===== src/rtl/ps2_tastatura_pkg.sv =====
// ps2_tastatura_pkg: scan codes, decoder states and default timing for the PS/2 paddle keyboard
package ps2_tastatura_pkg;
    localparam logic [7:0] SC_EXT  = 8'hE0;
    localparam logic [7:0] SC_BRK  = 8'hF0;
    localparam logic [7:0] SC_W    = 8'h1D;
    localparam logic [7:0] SC_S    = 8'h1B;
    localparam logic [7:0] SC_UP   = 8'h75;
    localparam logic [7:0] SC_DOWN = 8'h72;
    localparam int FILTER_LEN_DEF  = 8;
    localparam int TIMEOUT_CYC_DEF = 100000;
    typedef enum logic [1:0] {IDLE, BRK, EXT, EXT_BRK} dek_state_e;
endpackage


===== src/rtl/ps2_tastatura_if.sv =====
// ps2_tastatura_if: keyboard pins plus received byte, error pulse and held paddle keys
interface ps2_tastatura_if;
    logic       ps2_clk;
    logic       ps2_dat;
    logic [7:0] kod;
    logic       kod_valid;
    logic       greska;
    logic       gore1;
    logic       dole1;
    logic       gore2;
    logic       dole2;
    modport master (output ps2_clk, ps2_dat, input kod, kod_valid, greska, gore1, dole1, gore2, dole2);
    modport slave  (input ps2_clk, ps2_dat, output kod, kod_valid, greska, gore1, dole1, gore2, dole2);
endinterface


===== src/rtl/ps2_okvir.sv =====
// ps2_okvir: PS/2 pin conditioning and 11-bit frame receiver; PS2_PARITY_CHECK_EN enables parity rejection
module ps2_okvir
    import ps2_tastatura_pkg::*;
#(
    parameter int FILTER_LEN  = FILTER_LEN_DEF,
    parameter int TIMEOUT_CYC = TIMEOUT_CYC_DEF
) (
    input  logic       clk,
    input  logic       rst,
    input  logic       ps2_clk,
    input  logic       ps2_dat,
    output logic [7:0] kod,
    output logic       kod_valid,
    output logic       greska
);
    localparam int FW = $clog2(FILTER_LEN + 1);
    localparam int TW = $clog2(TIMEOUT_CYC + 1);
`ifdef PS2_PARITY_CHECK_EN
    localparam logic PAR_EN = 1'b1;
`else
    localparam logic PAR_EN = 1'b0;
`endif
    logic [1:0]    clk_s, dat_s;
    logic          filt, filt_d;
    logic [FW-1:0] f_cnt;
    logic [3:0]    bit_cnt;
    logic [8:0]    sh;
    logic [TW-1:0] to_cnt;
    logic          strobe, dat, frame_bad;
    assign dat       = dat_s[1];
    assign strobe    = filt_d & ~filt;
    assign frame_bad = ~dat | (PAR_EN & ~(^sh));
    // synchronise both pins and debounce the clock; filter idles high like the bus
    always_ff @(posedge clk or posedge rst) begin
        if (rst) begin
            clk_s  <= 2'b11;
            dat_s  <= 2'b11;
            filt   <= 1'b1;
            filt_d <= 1'b1;
            f_cnt  <= '0;
        end else begin
            clk_s  <= {clk_s[0], ps2_clk};
            dat_s  <= {dat_s[0], ps2_dat};
            filt_d <= filt;
            if (clk_s[1] == filt)
                f_cnt <= '0;
            else if (f_cnt == FW'(FILTER_LEN - 1)) begin
                filt  <= clk_s[1];
                f_cnt <= '0;
            end else
                f_cnt <= f_cnt + 1'b1;
        end
    end
    // shift in one bit per strobe, check framing at start/stop, abort stalled frames
    always_ff @(posedge clk or posedge rst) begin
        if (rst) begin
            bit_cnt   <= '0;
            sh        <= '0;
            to_cnt    <= '0;
            kod       <= '0;
            kod_valid <= 1'b0;
            greska    <= 1'b0;
        end else begin
            kod_valid <= 1'b0;
            greska    <= 1'b0;
            if (strobe) begin
                to_cnt <= '0;
                if (bit_cnt == 4'd0) begin
                    bit_cnt <= dat ? 4'd0 : 4'd1;
                    greska  <= dat;
                end else if (bit_cnt == 4'd10) begin
                    bit_cnt   <= '0;
                    greska    <= frame_bad;
                    kod_valid <= ~frame_bad;
                    if (!frame_bad)
                        kod <= sh[7:0];
                end else begin
                    sh      <= {dat, sh[8:1]};
                    bit_cnt <= bit_cnt + 4'd1;
                end
            end else if (bit_cnt != 4'd0) begin
                if (to_cnt == TW'(TIMEOUT_CYC - 1)) begin
                    to_cnt  <= '0;
                    bit_cnt <= '0;
                    greska  <= 1'b1;
                end else
                    to_cnt <= to_cnt + 1'b1;
            end
        end
    end
endmodule


===== src/rtl/ps2_tastatura.sv =====
// ps2_tastatura: PS/2 keyboard to paddle keys (W/S player 1, Up/Down player 2); PS2_PARITY_CHECK_EN enables parity rejection
module ps2_tastatura
    import ps2_tastatura_pkg::*;
#(
    parameter int FILTER_LEN  = FILTER_LEN_DEF,
    parameter int TIMEOUT_CYC = TIMEOUT_CYC_DEF
) (
    input  logic CLOCK_50,
    input  logic reset,
    ps2_tastatura_if.slave bus
);
    logic [7:0] kod;
    logic       kod_valid, greska, brk, ext;
    logic [3:0] keys, keys_n;
    dek_state_e state, state_n;
    ps2_okvir #(.FILTER_LEN(FILTER_LEN), .TIMEOUT_CYC(TIMEOUT_CYC)) u_okvir (
        .clk       (CLOCK_50),
        .rst       (reset),
        .ps2_clk   (bus.ps2_clk),
        .ps2_dat   (bus.ps2_dat),
        .kod       (kod),
        .kod_valid (kod_valid),
        .greska    (greska)
    );
    assign bus.kod       = kod;
    assign bus.kod_valid = kod_valid;
    assign bus.greska    = greska;
    assign {bus.dole2, bus.gore2, bus.dole1, bus.gore1} = keys;
    assign brk = (state == BRK) || (state == EXT_BRK);
    assign ext = (state == EXT) || (state == EXT_BRK);
    // decoder state and held key levels
    always_ff @(posedge CLOCK_50 or posedge reset) begin
        if (reset) begin
            state <= IDLE;
            keys  <= '0;
        end else begin
            state <= state_n;
            keys  <= keys_n;
        end
    end
    // prefix tracking and make/break application for the four mapped keys
    always_comb begin
        state_n = state;
        keys_n  = keys;
        if (greska)
            state_n = IDLE;
        else if (kod_valid) begin
            if (!brk && kod == SC_EXT)
                state_n = EXT;
            else if (!brk && kod == SC_BRK)
                state_n = ext ? EXT_BRK : BRK;
            else begin
                state_n = IDLE;
                if (!ext && kod == SC_W)    keys_n[0] = ~brk;
                if (!ext && kod == SC_S)    keys_n[1] = ~brk;
                if (ext && kod == SC_UP)    keys_n[2] = ~brk;
                if (ext && kod == SC_DOWN)  keys_n[3] = ~brk;
            end
        end
    end
endmodule


===== src/flat_wrapper.sv =====
// flat-port wrapper written by rule: the top's interface ports become plain ports
module ps2_tastatura_flat import ps2_tastatura_pkg::*;
#(
    parameter int FILTER_LEN  = FILTER_LEN_DEF,
    parameter int TIMEOUT_CYC = TIMEOUT_CYC_DEF
)
  (CLOCK_50, reset, bus_ps2_clk, bus_ps2_dat, bus_kod, bus_kod_valid, bus_greska, bus_gore1, bus_dole1, bus_gore2, bus_dole2);
  ps2_tastatura_if bus_i ();
  input  logic CLOCK_50;
  input  logic reset;
  input wire logic [$bits(bus_i.ps2_clk)-1:0] bus_ps2_clk;
  input wire logic [$bits(bus_i.ps2_dat)-1:0] bus_ps2_dat;
  output wire logic [$bits(bus_i.kod)-1:0] bus_kod;
  output wire logic [$bits(bus_i.kod_valid)-1:0] bus_kod_valid;
  output wire logic [$bits(bus_i.greska)-1:0] bus_greska;
  output wire logic [$bits(bus_i.gore1)-1:0] bus_gore1;
  output wire logic [$bits(bus_i.dole1)-1:0] bus_dole1;
  output wire logic [$bits(bus_i.gore2)-1:0] bus_gore2;
  output wire logic [$bits(bus_i.dole2)-1:0] bus_dole2;
  assign bus_i.ps2_clk = bus_ps2_clk;
  assign bus_i.ps2_dat = bus_ps2_dat;
  assign bus_kod = bus_i.kod;
  assign bus_kod_valid = bus_i.kod_valid;
  assign bus_greska = bus_i.greska;
  assign bus_gore1 = bus_i.gore1;
  assign bus_dole1 = bus_i.dole1;
  assign bus_gore2 = bus_i.gore2;
  assign bus_dole2 = bus_i.dole2;
  ps2_tastatura #(.FILTER_LEN(FILTER_LEN), .TIMEOUT_CYC(TIMEOUT_CYC)) u_core (.CLOCK_50(CLOCK_50), .reset(reset), .bus(bus_i));
endmodule

===== config.mk =====
export PLATFORM = sky130hd
export DESIGN_NAME = ps2_tastatura_flat
export DESIGN_NICKNAME = d
export VERILOG_FILES = /design/src/rtl/ps2_tastatura_pkg.sv /design/src/rtl/ps2_tastatura_if.sv /design/src/rtl/ps2_okvir.sv /design/src/rtl/ps2_tastatura.sv /design/src/flat_wrapper.sv
export SDC_FILE = /design/constraint.sdc
export NUM_CORES = 1
export LEC_CHECK = 0
export BUFFER_PORTS_ARGS = -buffer_cell sky130_fd_sc_hd__buf_2
export CAP_MARGIN = 20
export CELL_PAD_IN_SITES_DETAIL_PLACEMENT = 0
export CELL_PAD_IN_SITES_GLOBAL_PLACEMENT = 1
export CORE_ASPECT_RATIO = 0.6
export CORE_MARGIN = 1
export CORE_UTILIZATION = 47
export DETAILED_ROUTE_END_ITERATION = 10
export PLACE_DENSITY_LB_ADDON = 0.2
export REMOVE_ABC_BUFFERS = 1
export SYNTH_ARGS = -nofsm -noshare
export SYNTH_HDL_FRONTEND = slang
export SYNTH_HIERARCHICAL = 1
export SYNTH_SLANG_ARGS = --single-unit

===== constraint.sdc =====
create_clock -name CLOCK_50 -period 2.25 [get_ports CLOCK_50]
set_input_delay 0.3375 -clock CLOCK_50 [delete_from_list [all_inputs] [get_ports CLOCK_50]]
set_output_delay 0.3375 -clock CLOCK_50 [all_outputs]
set_load 0.02 [all_outputs]

# Word-level counts from Yosys, hierarchy flattened
# Cells that the tools add are included.
# W data, S select, Z words.
[totals]
reg_bits = 56
wordCells = 89
input_bits = 4
[op_classes]
n_mux = 24
eq_ne = 13
reduce_logical = 23
addsub = 3
bitwise_logic = 10
[op_table]
columns = ["operator", "n"]
rows = [
  ["$mux W17", 3],
  ["$mux W4", 7],
  ["$reduce_and A5 Y1", 4],
  ["$add A17 B1 Y17 const B", 1],
  ["$eq A17 B17 Y1 const B", 1],
  ["$eq A8 B5 Y1 const B", 2],
  ["$eq A8 B7 Y1 const B", 2],
  ["$eq A8 B8 Y1 const B", 2],
  ["$mux W2", 5],
  ["$mux W1", 9],
  ["$not A1 Y1", 9],
  ["$add A4 B1 Y4 const B", 2],
  ["$logic_and A1 B1 Y1", 6],
  ["$reduce_bool A2 Y1", 3],
  ["$eq A2 B2 Y1 const B", 2],
  ["$eq A4 B3 Y1 const B", 1],
  ["$eq A4 B4 Y1 const B", 1],
  ["$logic_not A4 Y1", 1],
  ["$reduce_and A2 Y1", 2],
  ["$reduce_and A4 Y1", 1],
  ["$reduce_bool A4 Y1", 1],
  ["$reduce_and A3 Y1", 1],
  ["$eq A2 B1 Y1 const B", 1],
  ["$logic_not A1 Y1", 2],
  ["other kinds (3)", 4],
]

# Longest topological paths before layout
# Gate-level depths: netlist of the first run.
[depth]
depth_word = 8
ltp_mapped = 7

# Modules after synthesis
# The synthesis of the first run kept the hierarchy.
[modules_own_cells]
columns = ["module", "area_per_inst_um2", "instances", "cells_each", "seq_area_each_um2"]
rows = [
  ["ps2_okvir", 2299.7, 1, 218, 1258.7],
  ["ps2_tastatura", 347.8, 1, 29, 150.1],
]

# Worst setup path before layout of the first run
# Ideal clock, no wire load.
[synth_timing]
path_kind = "reg2reg"
startpoint = "register u_core.u_okvir.bit_cnt[0]"
endpoint = "register u_core.u_okvir.to_cnt[16]"
setup_time_ns = 0.124
synth_period_minus_slack_ns = 1.953
slack_ns = 0.297
n_path_buf = 1
path_stages_with_launch = 8
arrival_time_ns = 1.830
cell_sequence = "dfrtp_1 -> inv_1 -> ha_1 -> nor3b_1 -> clkbuf_1 -> nor2_1 -> nor4b_1 -> a211o_1"
[synth_via]
elab_chain_cells = 2
[synth_rtl]
columns = ["element", "line", "text"]
rows = [
  ["from (decl)", "ps2_okvir.sv:26", "logic [3:0] bit_cnt;"],
  ["from (signal assigned)", "ps2_okvir.sv:69", "bit_cnt <= dat ? 4'd0 : 4'd1;"],
  ["from (signal assigned)", "ps2_okvir.sv:79", "bit_cnt <= bit_cnt + 4'd1;"],
  ["$reduce_bool A4 Y1", "ps2_okvir.sv:81", "end else if (bit_cnt != 4'd0) begin"],
  ["$reduce_bool A2 Y1 (no source line)", "-", ""],
  ["to (signal assigned)", "ps2_okvir.sv:87", "to_cnt <= to_cnt + 1'b1;"],
  ["to (decl)", "ps2_okvir.sv:28", "logic [TW-1:0] to_cnt;"],
]
# No other way between the ends.
# A chain may end at the register's enable or synchronous reset.

# Worst setup path in the final report of the first run
[layout_timing]
startpoint = "register u_core.u_okvir.bit_cnt[0]"
endpoint = "register u_core.u_okvir.to_cnt[12]"
# Same word-level chain as after synthesis.

==> results of run 1 <==
per-layer routing:
| metal | track usage | vias to the layer above |
|---|---|---|
| li1 | - | 944 |
| met1 | 0.350 | 977 |
| met2 | 0.278 | 52 |
| met3 | 0.0515 | 2 |
| met4 | 0.0448 | 0 |
| met5 | 0 | - |
placed cells by master, fill, tap and decap left out, drive strengths merged, types with 3 or more instances in the layout:
cell and count:
buf 27, nand2 42, or4 3, xor2 4
xnor2 8, a31oi 3, nor2b 3, nor2 18
dfstp 6, nor3 4, o21ai 8, a2111oi 3
dfrtp 50, and3b 3, nand4 8, clkbuf 5
a211oi 4, a21oi 5, inv 6, mux2 13
ha 5, and3 3, nor4b 4, or3 3
nand3 7
worst max-delay path, delay by kind of cell (launching register included):
kind,cells,cell delay (ns)
simple gates,2,0.72
compound gates,2,0.44
fa+ha+maj,1,0.18
buf+inv,1,0.13
flops,1,0.44
cells in the mapped netlist, types with 2 or more instances:
cell type  count
a2111oi_0      3
dfrtp_1       50
nand2b_1       2
and3_1         2
ha_1           5
inv_1          6
xnor2_1        8
o21ai_0        7
a31oi_1        3
a211oi_1       4
nor2b_1        3
or4_1          2
and3b_1        2
mux2_2        11
mux2_1         2
or3_1          3
nand2_1       42
nor4b_1        3
a21oi_1        5
nor2_1        18
nor3_1         4
and4bb_1       2
nand4_1        8
o31ai_1        2
o2111ai_1      2
a41oi_1        2
and4_1         2
xor2_1         4
nand3_1        6
dfstp_2        6
clkbuf_1       6
cell type report:
class / instances / area, um2
Clock buffer: 5 / 68.8
Clock inverter: 3 / 42.5
Fill cell: 456 / 2250
Inverter: 6 / 22.5
Multi-Input combinational cell: 177 / 1180
Sequential cell: 56 / 1410
Tap cell: 66 / 82.6
Timing Repair Buffer: 28 / 170
sequential cells by signal, indices dropped and copies added (netlist names):
name,count
u_core/u_okvir/to_cnt,17
u_core/u_okvir/sh,9
u_core/u_okvir/kod,8
u_core/keys,4
u_core/u_okvir/bit_cnt,4
u_core/u_okvir/f_cnt,4
u_core/state,2
u_core/u_okvir/clk_s,2
u_core/u_okvir/dat_s,2
u_core/u_okvir/filt,1
u_core/u_okvir/filt_d,1
u_core/u_okvir/greska,1
u_core/u_okvir/kod_valid,1
report_power, final:
group	switching [W]	internal (W)
sequential	0.000110	0.00112
clock	0.000319	0.000330
combinational	0.000396	0.000232
total	0.000826	0.00168
timing repair:
item | in CTS | in global routing
hold buffers | 1 | 0
gates resized for setup | 0 | 0
hold endpoints to repair | 6 | 0
through the flow:
stage          setup slack [ns]  TNS (ns)  hold WS (ns)   util
6_report                  0.232         0         0.118  0.570
5_1_grt                  0.0536         0         0.104  0.570
4_1_cts                   0.223         0         0.108  0.570
3_5_place_dp              0.284         0         0.293  0.547
3_3_place_gp              0.318         0         0.290  0.547
2_1_floorplan            -0.138    -0.530         0.128      -
worst paths after layout:
kind	endpoint	slack [ns]	cells after the start
setup / recovery	u_core/u_okvir/to_cnt[12]$_DFFE_PP0P_	0.23	6
hold reg to reg	u_core/u_okvir/clk_s[1]$_DFF_PP1_	0.36	0
setup reg to reg	u_core/u_okvir/to_cnt[12]$_DFFE_PP0P_	0.23	6
hold / removal	u_core/u_okvir/dat_s[0]$_DFF_PP1_	0.12	1
max in group asynchronous	u_core/u_okvir/bit_cnt[3]$_DFFE_PP0P_	1.02	4
min in group asynchronous	u_core/keys[1]$_DFFE_PP0P_	0.52	3
cells by family after synthesis:
family                     share of synthesized area
adders and majority gates                     0.0236
xor gates and xnor gates                      0.0397
buffers and inverters                         0.0203
and+or+nand+nor                                0.230
DFF                                            0.532
AOI/OAI and AO/OA                             0.0992
muxes                                         0.0553
==> impl_metrics.yaml, run 1 <==
worst_setup_path:
  slowest_stage: "or3b_2"
  cp-startpoint: "u_core/u_okvir/bit_cnt[0]$_DFFE_PP0P_"
  crit_chain: "inv_1 > ha_1 > or3b_2 > o21ai_0 > or4_1 > a21oi_1"
  slowest_delay_ns: 0.55
  critPathLaunchType: "register"
  r2r_start: "u_core/u_okvir/bit_cnt[0]$_DFFE_PP0P_"
  critPathCaptureType: "register"
  required_ns: 2.43
  cp.arrival_ns: 2.20
  critPathMaxFanout: 7
  path_class: "register to register"
timing:
  setup-violations-final: 0
  relSlewSlack: 0.659
  hold_viol: 0
  rsz0062_at_grt: "false"
  period_share: 0.897
  worst_pin_slew_ns: 0.498
  fin_crit_ns: 2.02
  drv_slew: 0
  clock-skew-final_ns: 0.00801
  fmax_ghz: 0.496
power:
  irDropWorstVdd_uv: 466
  p_leak_nw: 1.41
  powerDensity_nw_per_um2: 842
  power_w: 0.00251
yosys:
  ys_types: 53
  synth_top_cell_area_share: 0.473
  synth_cells: 247
  yosysWarnings: 6
  synth_top_flop_cell: "dfrtp_1"
  yosys.area.top_type: "dfrtp_1"
  synth_seq_area_share: 0.532
  syn_area_um2: 2650
  syn_area_per_cell_um2: 10.7
  async_reset_ff_frac: 1.00
  synth_edf_count: 0
  ys_seq_elements: 56
  synth_area_leaders: "dfrtp_1, dfstp_2, nand2_1"
drt:
  wl_met3_um: 340
  wl_met1_um: 3110
  drt_wl_total_um: 5540
  drtIter0Drc: 121
  drt-pass1-iter-count: 4
  wl_per_cell_um: 16.2
  top_layer: "met4"
  via_per_inst: 5.79
  drc: 0
  num_vias: 1975
  wl_met2_um: 2060
  drtAntennaViolNets: 0
global_route:
  grt-ovfl-total: 0
  grt_use_total: 0.215
  antenna_found_initial: 0
  grt_pass1_vias: 1779
  grt_pass1_wl_um: 9580
  grt_max_degree: 25
clock_network:
  path_clk_slew_ns: 0.10
  cts_buffers: 5
  post_cts_buffers: 0
  clock_path_buffers: 2
  cts_root_buf: "clkbuf_8"
  cts_tree: "yes"
  clkLatencyLatePin_ns: 0.30
  cts.sinks: 56
  htreeDepth: 2
cells_and_area:
  num_antenna_cells: 0
  final_cell_area_um2: 2980
  instances_no_fill: 341
  layout-drive-gt1-share: 0.215
  nets: 283
  area_growth_pct: 12.6
floorplanning:
  ioPinCount: 18
  die_area_um2: 5950
  core_um2: 5230
  rows: 20
  die_w_um: 98.9
  dieHeight_um: 60.1
  floorplan.initialDensity: 0.506
placement:
  gp_routability_congestion: 0.772
  dpl.hpwl_um: 4020
  numPortBuffers: 17
  place_area_um2: 2860
  dp_cells: 332
outcome:
  status: "complete, no violations"
job:
  maxCapViolations: 0
worst_hold_path:
  worstHoldPathType: "primary input to register"
  min_from: "bus_ps2_dat"
(Power assumes the default switching activity.)
==> inputs of run 2 (changes only) <==
- CORE_UTILIZATION: 47 -> 25
- GPL_TIMING_DRIVEN: not set -> 0
==> run 2 against run 1 <==
  * Flip-flop and latch count unchanged
  * Clock power up 54%
  * Clock-buffer cell count increased by 1
  * Largest power group unchanged
  * First-iteration DRC count rose by 1.7%
==> impl_metrics.yaml, run 2 (synthesis gave the netlist of run 1 again) <==
outcome:
  status: "complete, no violations"
floorplanning:
  core_um2: 10100
  floorplan.initialDensity: 0.263
  ioPinCount: 18
  die_area_um2: 11000
  die_w_um: 135
  dieHeight_um: 81.7
  rows: 28
timing:
  fin_setup_tns_ns: 0
  relSlewSlack: 0.537
  hold_viol: 0
  fmax_ghz: 0.493
  fin_crit_ns: 2.03
  setup-violations-final: 0
  drv_slew: 0
  worst_pin_slew_ns: 0.694
  fin_hold_ws_ns: 0.139
  clock-skew-final_ns: 0.00792
  rsz0062_at_grt: "false"
  period_share: 0.902
cells_and_area:
  final_common_cell: "dfrtp_1"
  area_growth_pct: 19.0
  layout_common_cells: "dfrtp_1, nand2_1, nor2_1, buf_2, mux2_2"
  nets: 277
  largest_reg_flops: 17
  top_regs: "u_core/u_okvir/to_cnt x17, u_core/u_okvir/sh x9, u_core/u_okvir/kod x8"
  top_register: "u_core/u_okvir/to_cnt"
  num_antenna_cells: 0
  layout-drive-gt1-share: 0.208
global_route:
  grt_pass1_wl_um: 10000
  grt-ovfl-total: 0
  grt_most_used_layer: "met1"
  use_met3: 0.0296
  antenna_found_initial: 0
  grt_pass1_vias: 1799
  use_met1: 0.200
  grt_max_degree: 41
  grt_use_met2: 0.145
  grt_use_total: 0.122
worst_setup_path:
  required_ns: 2.44
  slowest_stage: "or3b_2"
  path_class: "register to register"
  critPathLaunchType: "register"
  crit_family: "simple AND/OR/NAND/NOR gates"
  r2r_cells: 6
  critPathCaptureType: "register"
  crit_chain: "inv_1 > ha_1 > or3b_2 > o21ai_1 > xor2_1 > nor2_1"
  critPathMaxFanout: 7
  cp.arrival_ns: 2.22
  crit_buf_inv: 1
  cp.depth: 6
  slowest_delay_ns: 0.56
placement:
  gp_routability_congestion: 0.751
  numPortBuffers: 17
  dpl.hpwl_um: 4250
power:
  power_w: 0.00288
  irDropWorstVdd_uv: 381
  powerDensity_nw_per_um2: 915
  p_leak_nw: 1.42
job:
  maxCapViolations: 0
clock_network:
  htreeDepth: 2
  cts.sinks: 56
  cts_root_buf: "clkbuf_16"
  path_clk_slew_ns: 0.07
  clock_path_buffers: 2
  clkLatencyLatePin_ns: 0.29
  cts_buffers: 5
  cts_tree: "yes"
drt:
  drtAntennaViolNets: 0
  via_per_inst: 4.68
  drt-pass1-iter-count: 4
  num_vias: 1891
  drtIter0Drc: 123
  wl_per_cell_um: 14.8
  drc: 0
  drt_wl_total_um: 5960
worst_hold_path:
  worstHoldPathType: "primary input to register"
  holdPathStages: 1
[run 2: cell types whose count changed in the layout (fill, tap and decap cells not counted), sizes merged]
| cell | change |
|---|---|
| buf | -6 |
| bufinv | +1 |
| clkbuf | +1 |
| clkinv | -1 |
| clkinvlp | -1 |
[run 2: area by class of cell]
type,count,area [um2]
Clock buffer,6,129
Timing Repair Buffer,22,145
Tap cell,135,169
Sequential cell,56,1410
Inverter,6,22.5
Multi-Input combinational cell,177,1210
Fill cell,1028,6910
Clock inverter,2,60.1
[run 2: worst paths after layout]
path | from | to | slack (ns)
setup / recovery | u_core/u_okvir/bit_cnt[0]$_DFFE_PP0P_ | u_core/u_okvir/to_cnt[4]$_DFFE_PP0P_ | 0.22
hold / removal | bus_ps2_clk | u_core/u_okvir/clk_s[0]$_DFF_PP1_ | 0.14
setup reg to reg | u_core/u_okvir/bit_cnt[0]$_DFFE_PP0P_ | u_core/u_okvir/to_cnt[4]$_DFFE_PP0P_ | 0.22
hold reg to reg | u_core/u_okvir/clk_s[0]$_DFF_PP1_ | u_core/u_okvir/clk_s[1]$_DFF_PP1_ | 0.36
max in group asynchronous | reset | u_core/u_okvir/dat_s[1]$_DFF_PP1_ | 1.14
min in group asynchronous | reset | u_core/keys[1]$_DFFE_PP0P_ | 0.52
[run 2: stage by stage]
stage          std cells   util  instance area [um2]  setup WS (ns)
6_report             404  0.313                 3150          0.221
5_1_grt              404  0.313                 3150        0.00881
3_5_place_dp         394  0.291                 2920         -0.116
3_3_place_gp         391  0.285                 2870          -1.41
4_1_cts              403  0.312                 3130        0.00769
2_1_floorplan        239      -                 2620         -0.138
[run 2: per-layer routing]
| metal | part of all wire | up-vias | wire, um |
|---|---|---|---|
| li1 | - | 952 | - |
| met1 | 0.60 | 916 | 3600 |
| met2 | 0.36 | 21 | 2120 |
| met3 | 0.033 | 2 | 199 |
| met4 | 0.0067 | 0 | 40 |
| met5 | 0 | - | 0 |
[run 2: power by group]
part / internal, W / total, W / switching (W) / leakage, nW
logic: 0.000219 / 0.000632 / 0.000413 / 0.580
registers: 0.00112 / 0.00125 / 0.000124 / 0.752
clock network: 0.000639 / 0.00100 / 0.000364 / 0.0911
total: 0.00198 / 0.00288 / 0.000900 / 1.42
[run 2: timing repair]
item | 4_1_cts | 5_1_grt
gates resized for setup | 3 | 2
pin swaps | 0 | 1
hold buffers | 1 | 0
buffers inserted | 0 | 1
setup endpoints to repair | 13 | 12
hold endpoints to repair | 16 | 0
